**src/rtl/program_loader_pkg.sv**
```systemverilog
// Shared types and constants for the serial program loader.
// Define LOADER_CHECKSUM_EN to add the trailing checksum byte and its CHECK state.
package program_loader_pkg;

  localparam int LOADER_WORD_BYTES   = 4;
  localparam int LOADER_HEADER_BYTES = 8;

  typedef enum logic [3:0] {
    ST_IDLE,
    ST_SETTLE,
    ST_ADDR,
    ST_COUNT,
    ST_DATA,
    ST_WRITE,
`ifdef LOADER_CHECKSUM_EN
    ST_CHECK,
`endif
    ST_DONE,
    ST_ERROR
  } loader_state_t;

endpackage

```
**src/rtl/program_loader_byte_assembler.sv**
```systemverilog
// Collects big-endian bytes into 32-bit words; word_valid fires on the byte completing a word.
module program_loader_byte_assembler
  import program_loader_pkg::*;
(
  input  logic        clk,
  input  logic        rst,
  input  logic        clear,
  input  logic        byte_valid,
  input  logic [7:0]  byte_data,
  output logic [31:0] word,
  output logic        word_valid
);

  localparam int IDX_W = $clog2(LOADER_WORD_BYTES);

  logic [IDX_W-1:0] idx_reg;
  logic [23:0]      shift_reg;

  always_ff @(posedge clk) begin
    if (rst || clear) begin
      idx_reg   <= '0;
      shift_reg <= '0;
    end else if (byte_valid) begin
      idx_reg   <= idx_reg + 1'b1;
      shift_reg <= {shift_reg[15:0], byte_data};
    end
  end

  // The completing byte is passed through so the word is usable in the same cycle.
  assign word       = {shift_reg, byte_data};
  assign word_valid = byte_valid && (idx_reg == IDX_W'(LOADER_WORD_BYTES - 1));

endmodule

```
**src/rtl/program_loader.sv**
```systemverilog
// Loads a framed serial program image into processor memory while holding the core paused.
// Define LOADER_CHECKSUM_EN to require a mod-256 data checksum byte at the end of each frame.
module program_loader
  import program_loader_pkg::*;
#(
  parameter logic [7:0] SYNC_BYTE       = 8'hA5,
  parameter int         PAUSE_SETTLE    = 4,
  parameter int         TIMEOUT_CYCLES  = 1_000_000,
  parameter logic [2:0] WRITE_MODE_WORD = 3'd3,
  parameter logic [2:0] WRITE_MODE_NONE = 3'd0
) (
  input  logic        clk,
  input  logic        rst,
  input  logic        rxValid,
  input  logic [7:0]  rxData,
  output logic        rxReady,
  output logic        pause,
  output logic        externalMemoryControl,
  output logic [31:0] externalAddress,
  output logic [31:0] externalData,
  output logic [2:0]  externalWriteMode,
  output logic [2:0]  externalReadMode,
  output logic        busy,
  output logic        done,
  output logic        error,
  output logic        cpuResetRequest,
  output logic [31:0] wordsWritten
);

`ifdef LOADER_CHECKSUM_EN
  localparam loader_state_t ST_LAST = ST_CHECK;
  logic [7:0] sum_reg;
`else
  localparam loader_state_t ST_LAST = ST_DONE;
`endif

  loader_state_t state_reg, state_next;
  logic [3:0]    settle_cnt_reg;
  logic [31:0]   idle_cnt_reg, addr_reg, count_reg, data_reg, words_reg;
  logic          error_reg;
  logic          accept, field_byte, waiting, timed_out, asm_valid;
  logic [31:0]   asm_word;

  assign accept     = rxValid && rxReady;
  assign field_byte = accept && (state_reg inside {ST_ADDR, ST_COUNT, ST_DATA});
`ifdef LOADER_CHECKSUM_EN
  assign waiting    = state_reg inside {ST_ADDR, ST_COUNT, ST_DATA, ST_CHECK};
`else
  assign waiting    = state_reg inside {ST_ADDR, ST_COUNT, ST_DATA};
`endif
  assign timed_out  = waiting && !accept && (idle_cnt_reg == 32'(TIMEOUT_CYCLES - 1));

  program_loader_byte_assembler u_asm (
    .clk       (clk),
    .rst       (rst),
    .clear     (state_reg == ST_IDLE),
    .byte_valid(field_byte),
    .byte_data (rxData),
    .word      (asm_word),
    .word_valid(asm_valid)
  );

  always_comb begin
    state_next = state_reg;
    unique case (state_reg)
      ST_IDLE:   if (accept && rxData == SYNC_BYTE) state_next = ST_SETTLE;
      ST_SETTLE: if (settle_cnt_reg == 4'(PAUSE_SETTLE - 1)) state_next = ST_ADDR;
      ST_ADDR: begin
        if (timed_out) state_next = ST_ERROR;
        else if (asm_valid) state_next = (asm_word[1:0] != 2'b00) ? ST_ERROR : ST_COUNT;
      end
      ST_COUNT: begin
        if (timed_out) state_next = ST_ERROR;
        else if (asm_valid) state_next = (asm_word == 32'd0) ? ST_LAST : ST_DATA;
      end
      ST_DATA: begin
        if (timed_out) state_next = ST_ERROR;
        else if (asm_valid) state_next = ST_WRITE;
      end
      ST_WRITE:  state_next = (words_reg + 32'd1 == count_reg) ? ST_LAST : ST_DATA;
`ifdef LOADER_CHECKSUM_EN
      ST_CHECK: begin
        if (timed_out) state_next = ST_ERROR;
        else if (accept) state_next = (rxData == sum_reg) ? ST_DONE : ST_ERROR;
      end
`endif
      ST_DONE:   state_next = ST_IDLE;
      ST_ERROR:  state_next = ST_IDLE;
      default:   state_next = ST_IDLE;
    endcase
  end

  always_ff @(posedge clk) begin
    if (rst) begin
      state_reg      <= ST_IDLE;
      settle_cnt_reg <= '0;
      idle_cnt_reg   <= '0;
      addr_reg       <= '0;
      count_reg      <= '0;
      data_reg       <= '0;
      words_reg      <= '0;
      error_reg      <= 1'b0;
`ifdef LOADER_CHECKSUM_EN
      sum_reg        <= '0;
`endif
    end else begin
      state_reg      <= state_next;
      settle_cnt_reg <= (state_reg == ST_SETTLE) ? settle_cnt_reg + 4'd1 : 4'd0;
      idle_cnt_reg   <= (waiting && !accept) ? idle_cnt_reg + 32'd1 : 32'd0;
      if (state_reg == ST_IDLE && state_next == ST_SETTLE) begin
        error_reg <= 1'b0;
        words_reg <= '0;
`ifdef LOADER_CHECKSUM_EN
        sum_reg   <= '0;
`endif
      end
      if (state_next == ST_ERROR) error_reg <= 1'b1;
      if (asm_valid) begin
        if (state_reg == ST_ADDR)  addr_reg  <= asm_word;
        if (state_reg == ST_COUNT) count_reg <= asm_word;
        if (state_reg == ST_DATA)  data_reg  <= asm_word;
      end
      // Address advances only after the store so it is stable for the whole write cycle.
      if (state_reg == ST_WRITE) begin
        addr_reg  <= addr_reg + 32'd4;
        words_reg <= words_reg + 32'd1;
      end
`ifdef LOADER_CHECKSUM_EN
      if (field_byte && state_reg == ST_DATA) sum_reg <= sum_reg + rxData;
`endif
    end
  end

`ifdef LOADER_CHECKSUM_EN
  assign rxReady = state_reg inside {ST_IDLE, ST_ADDR, ST_COUNT, ST_DATA, ST_CHECK};
  assign pause   = state_reg inside {ST_SETTLE, ST_ADDR, ST_COUNT, ST_DATA, ST_WRITE, ST_CHECK};
`else
  assign rxReady = state_reg inside {ST_IDLE, ST_ADDR, ST_COUNT, ST_DATA};
  assign pause   = state_reg inside {ST_SETTLE, ST_ADDR, ST_COUNT, ST_DATA, ST_WRITE};
`endif
  assign externalMemoryControl = pause;
  assign externalAddress       = addr_reg;
  assign externalData          = data_reg;
  assign externalWriteMode     = (state_reg == ST_WRITE) ? WRITE_MODE_WORD : WRITE_MODE_NONE;
  assign externalReadMode      = 3'd0;
  assign busy                  = (state_reg != ST_IDLE);
  assign done                  = (state_reg == ST_DONE);
  assign cpuResetRequest       = (state_reg == ST_DONE);
  assign error                 = error_reg;
  assign wordsWritten          = words_reg;

endmodule

```
**config.mk**
```make
export PLATFORM = sky130hd
export DESIGN_NAME = program_loader
export DESIGN_NICKNAME = d
export VERILOG_FILES = /design/src/rtl/program_loader_pkg.sv /design/src/rtl/program_loader_byte_assembler.sv /design/src/rtl/program_loader.sv
export SDC_FILE = /design/constraint.sdc
export NUM_CORES = 1
export LEC_CHECK = 0
export ABC_AREA = 0
export CAP_MARGIN = 25
export CORE_MARGIN = 2
export CORE_UTILIZATION = 45
export CTS_CLUSTER_DIAMETER = 200
export DETAILED_ROUTE_END_ITERATION = 6
export PLACE_DENSITY_LB_ADDON = 0.2
export SLEW_MARGIN = 20
export SYNTH_ARGS = -nofsm -noshare
export SYNTH_HDL_FRONTEND = slang
export SYNTH_HIERARCHICAL = 1
export SYNTH_SLANG_ARGS = --single-unit
```
**constraint.sdc**
```tcl
create_clock -name clk -period 5.8 [get_ports clk]
set_input_delay 1.45 -clock clk [delete_from_list [all_inputs] [get_ports clk]]
set_output_delay 1.45 -clock clk [all_outputs]
set_load 0.1 [all_outputs]
```
# Yosys cells after proc, flatten, opt, wreduce, memory -nomap -nowiden
# Index checks and enable logic that the tools add are counted.
# Widths: inputs -> output; s select.
# classes
bitwise	2
reduce_logical	25
eq_ne	13
mux	20
addsub	5
# ops
operator	count
$mux 32	5
$add 32x1->32 const B	2
$add 32x3->32 const B	1
$eq 32x20->1 const B	1
$eq 32x32->1	1
$logic_not 32->1	1
$mux 4	8
$pmux 4 s6	1
$eq 4x3->1 const B	4
$eq 4x2->1 const B	3
$reduce_bool 2->1	5
$eq 4x1->1 const B	2
$eq 8x8->1 const B	1
$reduce_bool 4->1	2
$logic_and 1x1->1	7
$mux 2	3
$reduce_and 2->1	3
$reduce_bool 5->1	1
$add 4x1->4 const B	1
$logic_not 4->1	1
$reduce_or 2->1	2
$mux 3	1
$reduce_bool 3->1	1
$add 2x1->2 const B	1
other kinds (5)	7
# totals
output_inout_bits	109
in_bits	11
regBits	195
word_cells	75

# Longest topological paths before layout
# logic_depth
depth_word	12
depth_mapped	16
depth_no_buf	12

# Modules after synthesis
# The synthesis kept the hierarchy.
# by_module_without_submodules
module	seq_area_each_um2	area_per_inst_um2	instances	cells_each
program_loader	3383.2	8562.0	1	1123
program_loader_byte_assembler	520.5	1039.7	1	95

# Least setup slack after synthesis
# OpenSTA, ideal clock, no wires.
# synth_path
kind	register to output
from	reg state_reg[2]
to	out done
stages_incl_launch_ff	4
arrival_ns	3.452
required_ns	4.350
slack_ns	0.898
path_buffers	1
path_cell_list	dfxtp_1 > nor2b_1 > nor3b_1 > buf_4
# synth_between
elab_chain_len	1
# synth_rtl
element	line_no	source
from (decl)	program_loader.sv:37	loader_state_t state_reg, state_next;
from (signal assigned)	program_loader.sv:107	state_reg <= state_next;
$eq 4x3->1	--	
to (decl)	program_loader.sv:24	output logic done,
# Every way passes these cells.

# Worst setup path in the final report
# layout_path
from	reg state_reg[2]
to	out done
# layout_between
elab_chain_len	1
# layout_rtl
element	line_no	source
$eq 4x3->1	program_loader.sv:147	assign done = (state_reg == ST_DONE);
# Every way passes these cells.

==> metrics <==
Post-synth ARST share=0%; hold_buf cts=0; fill cell count=2016; H-tree levels=4; headroom to the max-slew limit=33.8%; max cap viols=0; post-CTS sizing=0; DRT iter0 DRCs=722; clk sink count=195; nets=1292; Design Power=2560 µW; Critical Path AT=2.73 ns; Final Hold Fails=0; ys flop type=dfxtp_1; Clock Skew=0.0117 ns; Post-CTS Repair Setup Buffers=0; kind of critical path=flip-flop to output pin; first-pass GRT wire length=43900 µm; sequential cell area=3900 µm²; vias per cell=5.69; CP top delay family=buffers and inverters; Final ANT Viol Nets=0; post-synthesis register bit count=195; initial antenna violation count=0; die width=150 µm; CTS buffer count=17; DRC Markers=0; Core ar.=21000 µm²; die height=150 µm; Tmin final=4.18 ns; IO buf count=115; Detailed Routing Iterations Pass 1=5; hold wc startpoint=settle_cnt_reg[0]; Worst Setup SP=state_reg[2]; number of distinct library cells after synthesis=72; worst hold path type=flip-flop to flip-flop; Required @ worst endpoint=4.35 ns; Peak supply drop=0.000189 V; CTS clk-pin slew, worst paths=0.07 ns; CTS tree=yes; vias in the first global route=8155; gp weighted congestion=0.876; Skew-Pair Late Insertion Delay=0.44 ns; GRT overflow=0; final WL=27200 µm; CP endpoint kind=output pin; slowest stage cell, crit path=clkdlybuf4s50_1; maximum number of pins on one net before global-route repair=89; clock buffer depth=2; via count=8893; Avg Inst Size Synth=7.88 µm²; CTS root buf=clkbuf_16; share of cells above drive strength 1=4.89%; die area=22500 µm²; Buf/Inv on CP=1; setup TNS=0 ns; FP Rows=53; CP Cell Sequence=nor2b_1, nor3b_1, clkdlybuf4s50_1; DR WL/cell=17.4 µm; Global Route Usage Sum=24.4%; hold slack=0.449 ns; Setup WS post-layout=1.62 ns; initial core utilization=45.8%; power per cell area=227 nW/µm²; final setup violation count=0; Area Overhead vs Synth=17.6%; sequential-to-total area share from yosys stat=40.7%; Reg2Reg Launch Point=state_reg[1]; HPWL after DPL=18500 µm; area of the multi-input gates=5180 µm²; unrepaired setup endpoints after global routing=false; Post-Syn Instances=1218; number of diodes=0; status=completed; worst-path maximum fanout=8; Netlist Area Pre-Place=9600 µm²; Startpoint Class=flip-flop; Achievable Freq=0.239 GHz; Final Slew Violations=0; Syn. warnings=6; EDFF count, synth=0; CP max stage delay=1.21 ns; Slew @ Worst Pin=0.990 ns; Ports=120; Pleak=0.00362 µW; worst slack, placed=1.58 ns; Final period util=72.1%
[where the power goes]
| group | switching [µW] | leakage (µW) | internal [µW] |
|---|---|---|---|
| Clock | 557 | 0.000267 | 614 |
| Combinational | 44.9 | 0.00178 | 10.5 |
| Sequential | 0.690 | 0.00157 | 1340 |
[cell usage in the layout (no fill, tap or decap), types with 7 or more instances in the layout]
| cell type | instances |
|---|---|
| nand2_1 | 206 |
| dfxtp_1 | 195 |
| nor2_1 | 137 |
| a21oi_1 | 129 |
| clkdlybuf4s50_1 | 112 |
| o21ai_0 | 52 |
| nand3_1 | 42 |
| xnor2_1 | 41 |
| xor2_1 | 32 |
| mux2i_1 | 26 |
| nor4_1 | 24 |
| and3_1 | 23 |
| nand4_1 | 20 |
| nor3_1 | 19 |
| clkbuf_16 | 17 |
| inv_1 | 15 |
| or3_1 | 15 |
| a31oi_1 | 14 |
| a311oi_1 | 11 |
| buf_4 | 11 |
| a221oi_1 | 10 |
| nor2b_1 | 7 |
| and4_1 | 7 |
| nand2b_1 | 7 |
[worst paths after layout]
kind / depth (start not counted) / slack [ns] / end
hold / removal: 1 / 0.45 / settle_cnt_reg[0]
setup reg to reg: 11 / 2.48 / externalAddress[17]
setup / recovery: 3 / 1.62 / done
hold reg to reg: 1 / 0.45 / settle_cnt_reg[0]
[synthesized netlist by cell type (3+ instances only)]
cell | n | share of area (%)
a311oi_1 | 11 | 1.0
dfxtp_1 | 195 | 41
nor2_1 | 137 | 5.4
buf_6 | 6 | 0.70
o22ai_1 | 4 | 0.26
nand4_1 | 20 | 1.3
buf_4 | 17 | 1.3
a221oi_1 | 10 | 0.91
clkbuf_1 | 55 | 2.2
or3_1 | 15 | 0.98
xor2_1 | 32 | 2.9
buf_2 | 9 | 0.47
nand3_1 | 42 | 2.2
nand2_1 | 207 | 8.1
nor3b_1 | 5 | 0.39
xnor2_1 | 41 | 3.7
o2111ai_1 | 3 | 0.27
nor3_1 | 19 | 0.99
nand2b_1 | 7 | 0.46
mux2i_1 | 26 | 2.7
nand3b_1 | 3 | 0.23
or4_1 | 6 | 0.47
a22oi_1 | 6 | 0.47
o31ai_1 | 4 | 0.31
nor4b_1 | 4 | 0.36
and2_1 | 5 | 0.33
a31oi_1 | 14 | 0.91
a21oi_1 | 129 | 6.7
inv_1 | 15 | 0.59
a41oi_1 | 4 | 0.36
nor4_1 | 24 | 1.6
nor2b_1 | 8 | 0.52
o21ai_0 | 52 | 2.7
ha_1 | 5 | 0.65
and3_1 | 23 | 1.5
and4_1 | 7 | 0.64
[stage by stage]
step	utilization (%)	area, µm²	cells
floorplan	-	9620	1222
global placement	51.0	10700	1530
detailed placement	51.1	10700	1531
CTS	53.8	11300	1563
global route	53.9	11300	1564
finish	53.9	11300	1564
[cell type report]
| type | instances | share of cell area (%) |
|---|---|---|
| Clock buffer | 20 | 3.95 |
| Clock inverter | 12 | 1.09 |
| Inverter | 16 | 0.532 |
| Multi-Input combinational cell | 921 | 45.9 |
| Sequential cell | 195 | 34.6 |
| Tap cell | 275 | 3.05 |
| Timing Repair Buffer | 125 | 10.9 |
[per-layer routing]
| metal | share of wire [%] | wire length, µm | track usage (%) |
|---|---|---|---|
| met2 | 45 | 12100 | 36.5 |
| met5 | 0 | 0 | 0 |
| met3 | 5.5 | 1500 | 3.93 |
| met4 | 3.1 | 849 | 9.29 |
| met1 | 47 | 12700 | 35.3 |
[worst register-to-register path, stage by stage (launching register included)]
cell and delay [ns]:
dfxtp_1 0.48, nor2b_1 0.32, nor2_1 0.09, nor2_1 0.12, and2_1 0.15, and2_1 0.23
and3_1 0.30, nand2b_1 0.43, nand2_1 0.56, o21ai_0 0.17, a221oi_1 0.28, nor2_1 0.06
[cells by family after synthesis]
| family | count (synthesis) | share of synthesized area [%] |
|---|---|---|
| AND/OR/NAND/NOR | 553 | 27.6 |
| buffers and inverters | 106 | 5.63 |
| multiplexers | 28 | 2.94 |
| flip-flops | 195 | 40.7 |
| XOR/XNOR | 73 | 6.66 |
| AO/OA/AOI/OAI | 257 | 15.8 |
| adder cells (fa/ha/maj) | 5 | 0.652 |
| other | 1 | 0.0391 |
No activity file was read; power rests on OpenSTA's default activity.
